**src/rtl/xrv1_pkg.sv**
```systemverilog
// rtl/xrv1_pkg.sv - shared types and constants for the xrv1 fetch redirect path
//
// Contents:
//   XRV1_SPEC_DEPTH     default number of in-flight static predictions
//   xrv1_redir_state_e  redirect sequencer states
package xrv1_pkg;

    localparam int XRV1_SPEC_DEPTH = 4;

    typedef enum logic [1:0] {
        BOOT,
        RUN,
        REDIR_SPEC,
        REDIR_FLUSH
    } xrv1_redir_state_e;

endpackage

```
**src/rtl/xrv1_fetch_redirect_ctrl_if.sv**
```systemverilog
// rtl/xrv1_fetch_redirect_ctrl_if.sv - fetch PC redirect handshake channel
//
// Signals:
//   fetch_pc_vld  redirect request pending (driven by the controller)
//   fetch_pc      redirect target (driven by the controller)
//   fetch_pc_rdy  fetch accepts the redirect (driven by fetch)
// Modports:
//   master  redirect controller side
//   slave   fetch PC register side
interface xrv1_fetch_redirect_ctrl_if;
    logic        fetch_pc_vld;
    logic [31:0] fetch_pc;
    logic        fetch_pc_rdy;

    modport master (output fetch_pc_vld, output fetch_pc, input fetch_pc_rdy);
    modport slave  (input fetch_pc_vld, input fetch_pc, output fetch_pc_rdy);
endinterface

```
**src/rtl/xrv1_spec_fifo.sv**
```systemverilog
// rtl/xrv1_spec_fifo.sv - in-order FIFO of 32-bit predicted PCs
//
// Ports:
//   clk_i, rst_n_i   clock, synchronous active-low reset
//   push_i, push_data_i  write one entry (ignored when full)
//   pop_i            drop the head entry (ignored when empty)
//   clear_i          empty the FIFO; wins over push and pop
//   head_o           oldest entry
//   full_o, empty_o  occupancy flags
//   count_o          number of valid entries
module xrv1_spec_fifo #(
    parameter int DEPTH = 4,
    localparam int PW = $clog2(DEPTH),
    localparam int CW = $clog2(DEPTH + 1)
) (
    input  logic          clk_i,
    input  logic          rst_n_i,
    input  logic          push_i,
    input  logic [31:0]   push_data_i,
    input  logic          pop_i,
    input  logic          clear_i,
    output logic [31:0]   head_o,
    output logic          full_o,
    output logic          empty_o,
    output logic [CW-1:0] count_o
);

    logic [31:0]   mem [DEPTH];
    logic [PW-1:0] wptr_q;
    logic [PW-1:0] rptr_q;
    logic [CW-1:0] count_q;
    logic          do_push;
    logic          do_pop;

    assign full_o  = (count_q == CW'(DEPTH));
    assign empty_o = (count_q == '0);
    assign count_o = count_q;
    assign head_o  = mem[rptr_q];
    assign do_push = push_i & ~full_o;
    assign do_pop  = pop_i & ~empty_o;

    // Payload storage needs no reset: the count alone defines which entries are live.
    always_ff @(posedge clk_i) begin
        if (do_push) begin
            mem[wptr_q] <= push_data_i;
        end
    end

    // DEPTH is a power of two, so the pointers wrap naturally.
    always_ff @(posedge clk_i) begin
        if (!rst_n_i || clear_i) begin
            wptr_q  <= '0;
            rptr_q  <= '0;
            count_q <= '0;
        end else begin
            if (do_push) begin
                wptr_q <= wptr_q + PW'(1);
            end
            if (do_pop) begin
                rptr_q <= rptr_q + PW'(1);
            end
            count_q <= count_q + CW'(do_push) - CW'(do_pop);
        end
    end

endmodule

```
**src/rtl/xrv1_fetch_redirect_ctrl.sv**
```systemverilog
// rtl/xrv1_fetch_redirect_ctrl.sv - speculative PC redirect sequencer between decode, execute and fetch
//
// Ports:
//   clk_i, rst_n_i          clock, synchronous active-low reset
//   dec_vld_i               decode slot valid
//   spec_pc_vld_i, spec_pc_i  static prediction from decode
//   dec_stall_o             prediction not accepted this cycle (combinational)
//   exe_res_vld_i, exe_res_next_pc_i  in-order resolution of the oldest prediction
//   trap_vld_i, trap_pc_i   trap redirect, highest priority
//   fetch                   redirect handshake towards fetch (master modport)
//   flush_o                 one-cycle kill pulse after a mispredict or trap
//   spec_cnt_o              in-flight prediction count
//   mispred_cnt_o           saturating mispredict counter
//   err_o                   sticky: resolution arrived with no prediction in flight
module xrv1_fetch_redirect_ctrl
    import xrv1_pkg::*;
#(
    parameter logic [31:0] RESET_PC   = 32'h0000_0000,
    parameter int          SPEC_DEPTH = XRV1_SPEC_DEPTH,
    localparam int         CW         = $clog2(SPEC_DEPTH + 1)
) (
    input  logic                              clk_i,
    input  logic                              rst_n_i,
    input  logic                              dec_vld_i,
    input  logic                              spec_pc_vld_i,
    input  logic [31:0]                       spec_pc_i,
    output logic                              dec_stall_o,
    input  logic                              exe_res_vld_i,
    input  logic [31:0]                       exe_res_next_pc_i,
    input  logic                              trap_vld_i,
    input  logic [31:0]                       trap_pc_i,
    xrv1_fetch_redirect_ctrl_if.master        fetch,
    output logic                              flush_o,
    output logic [CW-1:0]                     spec_cnt_o,
    output logic [31:0]                       mispred_cnt_o,
    output logic                              err_o
);

    xrv1_redir_state_e state_q;
    logic              fetch_pc_vld_q;
    logic [31:0]       fetch_pc_q;
    logic              flush_q;
    logic [31:0]       mispred_cnt_q;
    logic              err_q;

    logic [31:0]       fifo_head;
    logic              fifo_full;
    logic              fifo_empty;
    logic              accept;
    logic              res_live;
    logic              mispredict;
    logic              res_pop;
    logic              err_set;
    logic              clear;
    logic              rdy;

    assign rdy = fetch.fetch_pc_rdy;

    // Stall uses the registered count, so a full FIFO stalls even if a pop lands this cycle.
    assign dec_stall_o = dec_vld_i & spec_pc_vld_i &
                         (fifo_full | (state_q == REDIR_FLUSH) | (state_q == BOOT) |
                          ((state_q == REDIR_SPEC) & ~rdy));
    assign accept      = dec_vld_i & spec_pc_vld_i & ~dec_stall_o;

    // A resolve is dropped under a same-cycle trap, and while a flush is pending
    // (everything it could refer to has already been killed).
    assign res_live   = exe_res_vld_i & ~trap_vld_i & (state_q != REDIR_FLUSH);
    assign mispredict = res_live & ~fifo_empty & (exe_res_next_pc_i != fifo_head);
    assign res_pop    = res_live & ~fifo_empty;
    assign err_set    = res_live & fifo_empty;
    assign clear      = trap_vld_i | mispredict;

    xrv1_spec_fifo #(
        .DEPTH (SPEC_DEPTH)
    ) u_spec_fifo (
        .clk_i       (clk_i),
        .rst_n_i     (rst_n_i),
        .push_i      (accept),
        .push_data_i (spec_pc_i),
        .pop_i       (res_pop),
        .clear_i     (clear),
        .head_o      (fifo_head),
        .full_o      (fifo_full),
        .empty_o     (fifo_empty),
        .count_o     (spec_cnt_o)
    );

    always_ff @(posedge clk_i) begin
        if (!rst_n_i) begin
            state_q        <= BOOT;
            fetch_pc_vld_q <= 1'b1;
            fetch_pc_q     <= RESET_PC;
            flush_q        <= 1'b0;
            mispred_cnt_q  <= '0;
            err_q          <= 1'b0;
        end else begin
            flush_q <= clear;
            if (err_set) begin
                err_q <= 1'b1;
            end
            if (mispredict && (mispred_cnt_q != 32'hFFFF_FFFF)) begin
                mispred_cnt_q <= mispred_cnt_q + 32'd1;
            end

            if (trap_vld_i) begin
                state_q        <= REDIR_FLUSH;
                fetch_pc_vld_q <= 1'b1;
                fetch_pc_q     <= trap_pc_i;
            end else if (mispredict) begin
                state_q        <= REDIR_FLUSH;
                fetch_pc_vld_q <= 1'b1;
                fetch_pc_q     <= exe_res_next_pc_i;
            end else begin
                case (state_q)
                    BOOT, REDIR_FLUSH: begin
                        if (rdy) begin
                            state_q        <= RUN;
                            fetch_pc_vld_q <= 1'b0;
                        end
                    end
                    RUN: begin
                        if (accept) begin
                            state_q        <= REDIR_SPEC;
                            fetch_pc_vld_q <= 1'b1;
                            fetch_pc_q     <= spec_pc_i;
                        end
                    end
                    REDIR_SPEC: begin
                        // accept here implies rdy: the old target is consumed and replaced.
                        if (accept) begin
                            fetch_pc_q <= spec_pc_i;
                        end else if (rdy) begin
                            state_q        <= RUN;
                            fetch_pc_vld_q <= 1'b0;
                        end
                    end
                    default: begin
                        state_q <= BOOT;
                    end
                endcase
            end
        end
    end

    assign fetch.fetch_pc_vld = fetch_pc_vld_q;
    assign fetch.fetch_pc     = fetch_pc_q;
    assign flush_o            = flush_q;
    assign mispred_cnt_o      = mispred_cnt_q;
    assign err_o              = err_q;

endmodule

```
**src/flat_wrapper.sv**
```systemverilog
// flat-port wrapper written by rule: the top's interface ports become plain ports
module xrv1_fetch_redirect_ctrl_flat import xrv1_pkg::*;
#(
    parameter logic [31:0] RESET_PC   = 32'h0000_0000,
    parameter int          SPEC_DEPTH = XRV1_SPEC_DEPTH,
    localparam int         CW         = $clog2(SPEC_DEPTH + 1)
)
  (clk_i, rst_n_i, dec_vld_i, spec_pc_vld_i, spec_pc_i, dec_stall_o, exe_res_vld_i, exe_res_next_pc_i, trap_vld_i, trap_pc_i, flush_o, spec_cnt_o, mispred_cnt_o, err_o, fetch_fetch_pc_vld, fetch_fetch_pc, fetch_fetch_pc_rdy);
  xrv1_fetch_redirect_ctrl_if fetch_i ();
  input  logic clk_i;
  input  logic rst_n_i;
  input  logic dec_vld_i;
  input  logic spec_pc_vld_i;
  input  logic [31:0] spec_pc_i;
  output logic dec_stall_o;
  input  logic exe_res_vld_i;
  input  logic [31:0] exe_res_next_pc_i;
  input  logic trap_vld_i;
  input  logic [31:0] trap_pc_i;
  output logic flush_o;
  output logic [CW-1:0] spec_cnt_o;
  output logic [31:0] mispred_cnt_o;
  output logic err_o;
  output wire logic [$bits(fetch_i.fetch_pc_vld)-1:0] fetch_fetch_pc_vld;
  output wire logic [$bits(fetch_i.fetch_pc)-1:0] fetch_fetch_pc;
  input wire logic [$bits(fetch_i.fetch_pc_rdy)-1:0] fetch_fetch_pc_rdy;
  assign fetch_fetch_pc_vld = fetch_i.fetch_pc_vld;
  assign fetch_fetch_pc = fetch_i.fetch_pc;
  assign fetch_i.fetch_pc_rdy = fetch_fetch_pc_rdy;
  xrv1_fetch_redirect_ctrl #(.RESET_PC(RESET_PC), .SPEC_DEPTH(SPEC_DEPTH)) u_core (.clk_i(clk_i), .rst_n_i(rst_n_i), .dec_vld_i(dec_vld_i), .spec_pc_vld_i(spec_pc_vld_i), .spec_pc_i(spec_pc_i), .dec_stall_o(dec_stall_o), .exe_res_vld_i(exe_res_vld_i), .exe_res_next_pc_i(exe_res_next_pc_i), .trap_vld_i(trap_vld_i), .trap_pc_i(trap_pc_i), .fetch(fetch_i), .flush_o(flush_o), .spec_cnt_o(spec_cnt_o), .mispred_cnt_o(mispred_cnt_o), .err_o(err_o));
endmodule
```
**config.mk**
```make
export PLATFORM = sky130hd
export DESIGN_NAME = xrv1_fetch_redirect_ctrl_flat
export DESIGN_NICKNAME = d
export VERILOG_FILES = /design/src/rtl/xrv1_pkg.sv /design/src/rtl/xrv1_fetch_redirect_ctrl_if.sv /design/src/rtl/xrv1_spec_fifo.sv /design/src/rtl/xrv1_fetch_redirect_ctrl.sv /design/src/flat_wrapper.sv
export SDC_FILE = /design/constraint.sdc
export NUM_CORES = 1
export LEC_CHECK = 0
export ABC_AREA = 1
export CAP_MARGIN = 0
export CORE_MARGIN = 2
export CORE_UTILIZATION = 46
export DETAILED_ROUTE_END_ITERATION = 10
export GPL_ROUTABILITY_DRIVEN = 0
export MAX_ROUTING_LAYER = met4
export PLACE_DENSITY = 0.69
export SLEW_MARGIN = 5
export SYNTH_ARGS = -nofsm -noshare
export SYNTH_HDL_FRONTEND = slang
export SYNTH_HIERARCHICAL = 1
export SYNTH_SLANG_ARGS = --single-unit
```
**constraint.sdc**
```tcl
create_clock -name clk_i -period 4.1 [get_ports clk_i]
set_clock_uncertainty 0.1 [all_clocks]
set_input_delay 0.82 -clock clk_i [delete_from_list [all_inputs] [get_ports clk_i]]
set_output_delay 0.82 -clock clk_i [all_outputs]
set_load 0.02 [all_outputs]
```
==> summary.txt, run 1 <==
Outcome
  • Status: completed

Logic synthesis
  • Post-synth top flop: edfxtp_1
  • Syn nets: 1353
  • Post-synth top area share: 0.3689
  • Synth Area in Adders: 0.01513
  • Compound-Gate Fraction of Synth Area: 0.08742
  • FFs w/ async S/R, synth: 0
  • Synth Cell Area: 0.01042 mm2
  • Register bit total from synthesis: 206
  • Most frequent cell after synthesis: nand2_1
  • Post-synth EDFFs: 128
  • Post-Synth XOR/XNOR Area: 0.04455
  • Syn Area/Cell: 8.417 um2
  • Mux cell area share after synthesis: 0
  • Synth cell count leaders: nand2_1 (277), inv_1 (149), nor2_1 (132)
  • Yosys top cell by area: edfxtp_1
  • Simple-gate share of the synthesized area: 0.2421
  • Ys Warns: 6
  • Cell count after synthesis: 1238
  • Sequential area share after synthesis: 0.5187
  • Largest family of logic cells by synthesized area: simple AND/OR/NAND/NOR gates
  • Synth cell types: 35
  • Area contributors post-synth: edfxtp_1 (37%), dfxtp_1 (15%), nand2_1 (10%)

Timing
  • Final setup fails: 0
  • Setup TNS: 0 ns
  • Fin. max-slew vios: 0
  • Max-slew headroom: 0.4048
  • Least-Margin Pin Slew: 0.8900 ns
  • Unrepaired setup endpoints after global routing: false
  • Final worst setup slack: 0.7178 ns
  • F_max: 0.2957 GHz
  • Final Hold Viols: 0
  • Final Critical Period: 3.382 ns
  • Fin crit share: 0.8249
  • WHS: 0.3635 ns

GRT
  • GRT overflow: 0
  • First-pass GRT wire length: 45700 um
  • Met3 usage: 0.03446
  • Vias in the first global route: 8471
  • Initial antenna violation count: 1
  • M1 GR Usage: 0.3388
  • Total track usage: 0.2499
  • GRT busiest layer: met2
  • Met2 usage: 0.4020
  • Largest net degree at the start of global routing: 65

Clock tree
  • Hold_buf cts: 0
  • CTS tree: yes
  • H-tree levels: 1
  • CTS clk-pin slew, worst paths: 0.06 ns
  • Clk sink count: 206
  • Num CTS Buffers: 24
  • # Post-CTS Setup Buffers: 0
  • Skew-Pair Late Insertion Delay: 0.52 ns
  • Root Buffer: clkbuf_16
  • Longest Clk Path Bufs: 3
  • Resized Gates After CTS: 0

Power and ir drop
  • Tot Pwr: 5.068 mW
  • Power Dens Cells: 385.6 mW/mm2
  • Leakage power: 5.188 nW
  • IR drop worst, VDD: 0.0002885 V

Drt
  • Post-Route WL: 29490 um
  • DR iter-0 viols: 723
  • DR WL/cell: 17.38 um
  • Post-route ant nets: 0
  • Vias per inst: 5.226
  • Remaining DRCs: 0
  • Via count: 8868
  • Drt first pass iters: 5

Cells and area
  • Share of cells above drive strength 1: 0.05741
  • Final net count: 1508
  • Register area: 0.005406 mm2
  • Non-Filler Instances: 1697
  • Fillcell total: 1903
  • Area added between synthesis and finish: 26.13%
  • Area of the multi-input gates: 0.004065 mm2

Critical path
  • Setup crit start kind: flop
  • Reg2Reg Depth: 16
  • Kind of critical path: reg2reg
  • Crit path DAT: 3.72 ns
  • CP endpoint kind: flop
  • CP required: 4.44 ns
  • CP Max Fanout: 33

Flow run
  • Max-Cap Viols: 0

Worst hold path
  • Hold crit path type: reg2reg
  • Hold path depth: 2

Place
  • Worst slack at placement: 0.6148 ns
  • Dpl cells: 1652
  • DP HPWL: 19430 um
  • Number of port buffers: 173

Die
  • Chip height: 154.5 um
  • Die ar.: 0.02387 mm2
  • Core Rows: 55
  • Starting Density: 0.4645
  • Die Wd: 154.5 um
  • # IOs: 174
  • Core Box Area: 0.02243 mm2
## path summary, 6_finish.rpt
| kind | from | slack [ns] | endpoint |
|---|---|---|---|
| setup / recovery | flop | 0.72 | u_core/mispred_cnt_o[21] |
| setup reg to reg | flop | 0.72 | u_core/mispred_cnt_o[21] |
| hold / removal | u_core/err_o | 0.36 | u_core/err_o |
| hold reg to reg | u_core/err_o | 0.36 | u_core/err_o |
## state kept, by name, indices dropped and copies added (netlist names), named ones only
signal and flops:
u_core/state_q 2, u_core/u_spec_fifo/mem 128, u_core/mispred_cnt_o 32, u_core/err_o 1, u_core/flush_o 1, u_core/fetch.fetch_pc 32
u_core/u_spec_fifo/rptr_q 2, u_core/u_spec_fifo/count_o 3, u_core/u_spec_fifo/wptr_q 2, u_core/fetch.fetch_pc_vld 1
## placed cells by master, fill, tap and decap left out, drive strengths merged
cell type      count
nand2            281
ha                11
o21ai             69
nor4               1
diode              1
clkinv             5
nor2             137
bufinv             3
dfxtp             78
o22ai             33
fa                 1
inv              157
clkdlybuf4s50    173
clkbuf            36
a21oi             71
xor2              23
nor3b              1
nor3              13
nand3b            22
xnor2             30
nand3             83
nand4             36
edfxtp           128
buf               19
## metrics by stage
stage | instance area [um2] | util
5_1_grt | 13140 | 0.5858
3_3_place_gp | 12310 | 0.5489
6_report | 13140 | 0.5858
4_1_cts | 13140 | 0.5857
3_5_place_dp | 12310 | 0.5489
2_1_floorplan | 10420 | -
## report_power, final
part | leakage [nW] | total (mW) | internal [mW] | switching [mW]
logic | 2.99 | 0.572 | 0.255 | 0.317
clock network | 0.406 | 2.21 | 1.37 | 0.843
registers | 1.80 | 2.29 | 2.26 | 0.0279
total | 5.19 | 5.07 | 3.88 | 1.19
## critical path, cell delays in order, from the launching register on
cell      delay, ns
dfxtp_1        0.33
inv_2          0.27
buf_4          0.32
o21ai_1        0.10
o22ai_1        0.18
xnor2_1        0.19
nand2_1        0.13
nor2_1         0.16
nand2_1        0.07
nor2_1         0.12
nand2_2        0.09
nand2_4        0.24
clkinv_2       0.11
buf_4          0.25
nand2_4        0.32
nand2_1        0.11
a21oi_1        0.17
## cell type report
type | instances | share of cell area
timing repair buffer | 192 | 0.1436
inverter | 157 | 0.04551
antenna | 1 | 0.0001904
tap | 285 | 0.02713
sequential | 206 | 0.4114
multi-input combinational | 812 | 0.3093
clock buffer | 36 | 0.05293
clock inverter | 8 | 0.009996
## metal layers
layer / vias to the layer above / part of all wire / routed length [um]
met5: - / 0 / 0
met4: 0 / 0.019 / 572
met3: 41 / 0.061 / 1804
met2: 314 / 0.47 / 13910
met1: 4122 / 0.45 / 13200
li1: 4391 / - / -
## cell families (layout without fill, tap and decap cells)
family / count (synthesis) / count (layout)
buffers and inverters: 220 / 393
other: 0 / 1
and+or+nand+nor: 574 / 574
AOI/OAI and AO/OA: 173 / 173
xor gates and xnor gates: 53 / 53
DFF: 206 / 206
adders and majority gates: 12 / 12
Note: power is estimated with default switching activity, not from simulation.
==> run 2, diff against run 1 <==
- PLACE_DENSITY: 0.69 -> 0.71
- clock period: 4.1 -> 3 ns (I/O delays scaled with it)
==> run 2 against run 1 <==
Register-to-register slack got worse by 0.53 ns. Fmax rose by 20%. Sequential cell count did not move. Highest routed layer unchanged. Setup slack got worse by 0.53 ns. Total power rose by 29%. Combinational power rose by 40%.
==> summary.txt, run 2 (synthesis gave the netlist of run 1 again) <==
Clock tree
  • Num CTS Buffers: 22
  • CTS tree: yes
  • H-tree levels: 1
  • Skew-Pair Late Insertion Delay: 0.50 ns
  • Clk sink count: 206
  • CTS clk-pin slew, worst paths: 0.06 ns
  • Root Buffer: clkbuf_16
  • Longest Clk Path Bufs: 3
  • Hold_buf cts: 0

Place
  • DP Area: 0.01249 mm2
  • DP HPWL: 20040 um
  • Number of port buffers: 173

Timing
  • Fin. max-slew vios: 0
  • WHS: 0.3775 ns
  • Setup TNS: 0 ns
  • Max-slew headroom: 0.4977
  • Final setup fails: 0
  • Fin crit share: 0.9379
  • Final Hold Viols: 0
  • Final Critical Period: 2.814 ns
  • Least-Margin Pin Slew: 0.7534 ns
  • F_max: 0.3554 GHz

Cells and area
  • Area added between synthesis and finish: 27.73%
  • Leading cell type in the layout, fill and taps excluded: nand2_1
  • Final core occ: 0.5933
  • Design area: 0.01331 mm2
  • Final net count: 1526
  • Most frequent cells in the layout: nand2_1 (277), clkdlybuf4s50_1 (173), inv_1 (149)
  • Share of cells above drive strength 1: 0.06938
  • Biggest register: u_core/u_spec_fifo/mem
  • Max reg flops: 128

GRT
  • Total track usage: 0.2486
  • Initial antenna violation count: 1
  • Largest net degree at the start of global routing: 65
  • First-pass GRT wire length: 45610 um
  • GRT overflow: 0
  • Vias in the first global route: 8503

Power and ir drop
  • Leakage power: 5.264 nW
  • Power Dens Cells: 492.4 mW/mm2
  • IR drop worst, VDD: 0.0003962 V
  • Tot Pwr: 6.554 mW

Critical path
  • Most Frequent Cell on Critical Path: nor2_1
  • Setup crit start kind: flop
  • Cell depth of the worst setup path: 18
  • Crit path DAT: 3.15 ns
  • Reg2Reg Depth: 18
  • Cell family with most CP delay: simple AND/OR/NAND/NOR gates
  • CP required: 3.33 ns
  • CP Max Fanout: 15
  • Worst path bufs/invs: 5
  • Critical path's slowest cell: dfxtp_4
  • Crit-path cells: buf_4 -> inv_6 -> nor2_1 -> o22ai_1 -> xnor2_1 -> nand2_1 -> nor2_1 -> nand2_1 -> nor2_1 -> nand2_2 -> nand2_4 -> clkinv_2 -> nor2_2 -> inv_2 -> nor2_1 -> buf_4 -> nand2_1 -> nor2_1
  • Kind of critical path: reg2reg
  • CP endpoint kind: flop
  • CP peak stage delay: 0.41 ns
  • Flop-to-flop setup slack: 0.19 ns

Outcome
  • Status: completed

Die
  • Die Wd: 154.5 um
  • Starting Density: 0.4645
  • Core Rows: 55
  • # IOs: 174
  • Chip height: 154.5 um
  • Core Box Area: 0.02243 mm2
  • Die ar.: 0.02387 mm2

Worst hold path
  • Worst hold path startpoint: u_core/err_o
  • Hold crit path type: reg2reg

Drt
  • Post-Route WL: 30600 um
  • Via count: 9120
  • Drt first pass iters: 5
  • DR iter-0 viols: 874
  • DR WL/cell: 17.86 um
  • Post-route ant nets: 0
  • Remaining DRCs: 0
  • Vias per inst: 5.324

Flow run
  • Max-Cap Viols: 0
-- run 2: worst min-delay path by stage --
| stage | to | slack (ns) | cells past startpoint |
|---|---|---|---|
| after floorplan | flop | 0.35 | 2 |
| after global placement | u_core/err_o | 0.34 | 2 |
| after detailed placement | u_core/err_o | 0.37 | 2 |
| after CTS | u_core/err_o | 0.38 | 2 |
| after global routing | u_core/mispred_cnt_o[31] | 0.41 | 2 |
| final | u_core/err_o | 0.38 | 2 |
-- run 2: layer usage --
metal,part of all wire,vias to the layer above,GRT usage
li1,-,4421,-
met4,0.022,0,0.06217
met5,0,-,-
met2,0.47,373,0.3965
met3,0.074,52,0.03362
met1,0.44,4274,0.3385
-- run 2: tightest hold or removal path: cells and delay by family (launching register included) --
family | cells | cell delay [ns]
buf+inv | 1 | 0.06
compound gates | 1 | 0.06
flops | 1 | 0.31
-- run 2: through the flow --
step                worst slack (ns)  std cells
finish                        0.1863       1713
global route                -0.02098       1713
CTS                           0.1664       1706
detailed placement           0.06745       1666
global placement              0.1303       1666
floorplan                    -0.3793       1238
-- run 2: power by group --
| group | leakage, nW | switching, mW | internal (mW) |
|---|---|---|---|
| Combinational | 3.12 | 0.441 | 0.360 |
| Sequential | 1.80 | 0.0391 | 3.09 |
| Clock | 0.352 | 1.07 | 1.56 |
| Total | 5.26 | 1.55 | 5.00 |
-- run 2: final cells by class --
cell class | count | area [um2]
well taps | 285 | 356.6
clock inverters | 5 | 25.02
clock buffers | 35 | 681.9
inverters | 157 | 605.6
fillers | 1925 | 9125
repair buffers | 210 | 2115
diodes | 1 | 2.502
repair inverters | 2 | 20.02
flip-flops and latches | 206 | 5410
multi-input cells | 812 | 4093
-- run 2: repair_timing --
item,CTS,global route
endpoints found under the hold margin,0,0
gates resized for setup,0,8
setup endpoints to repair,0,13
setup buffers,0,2
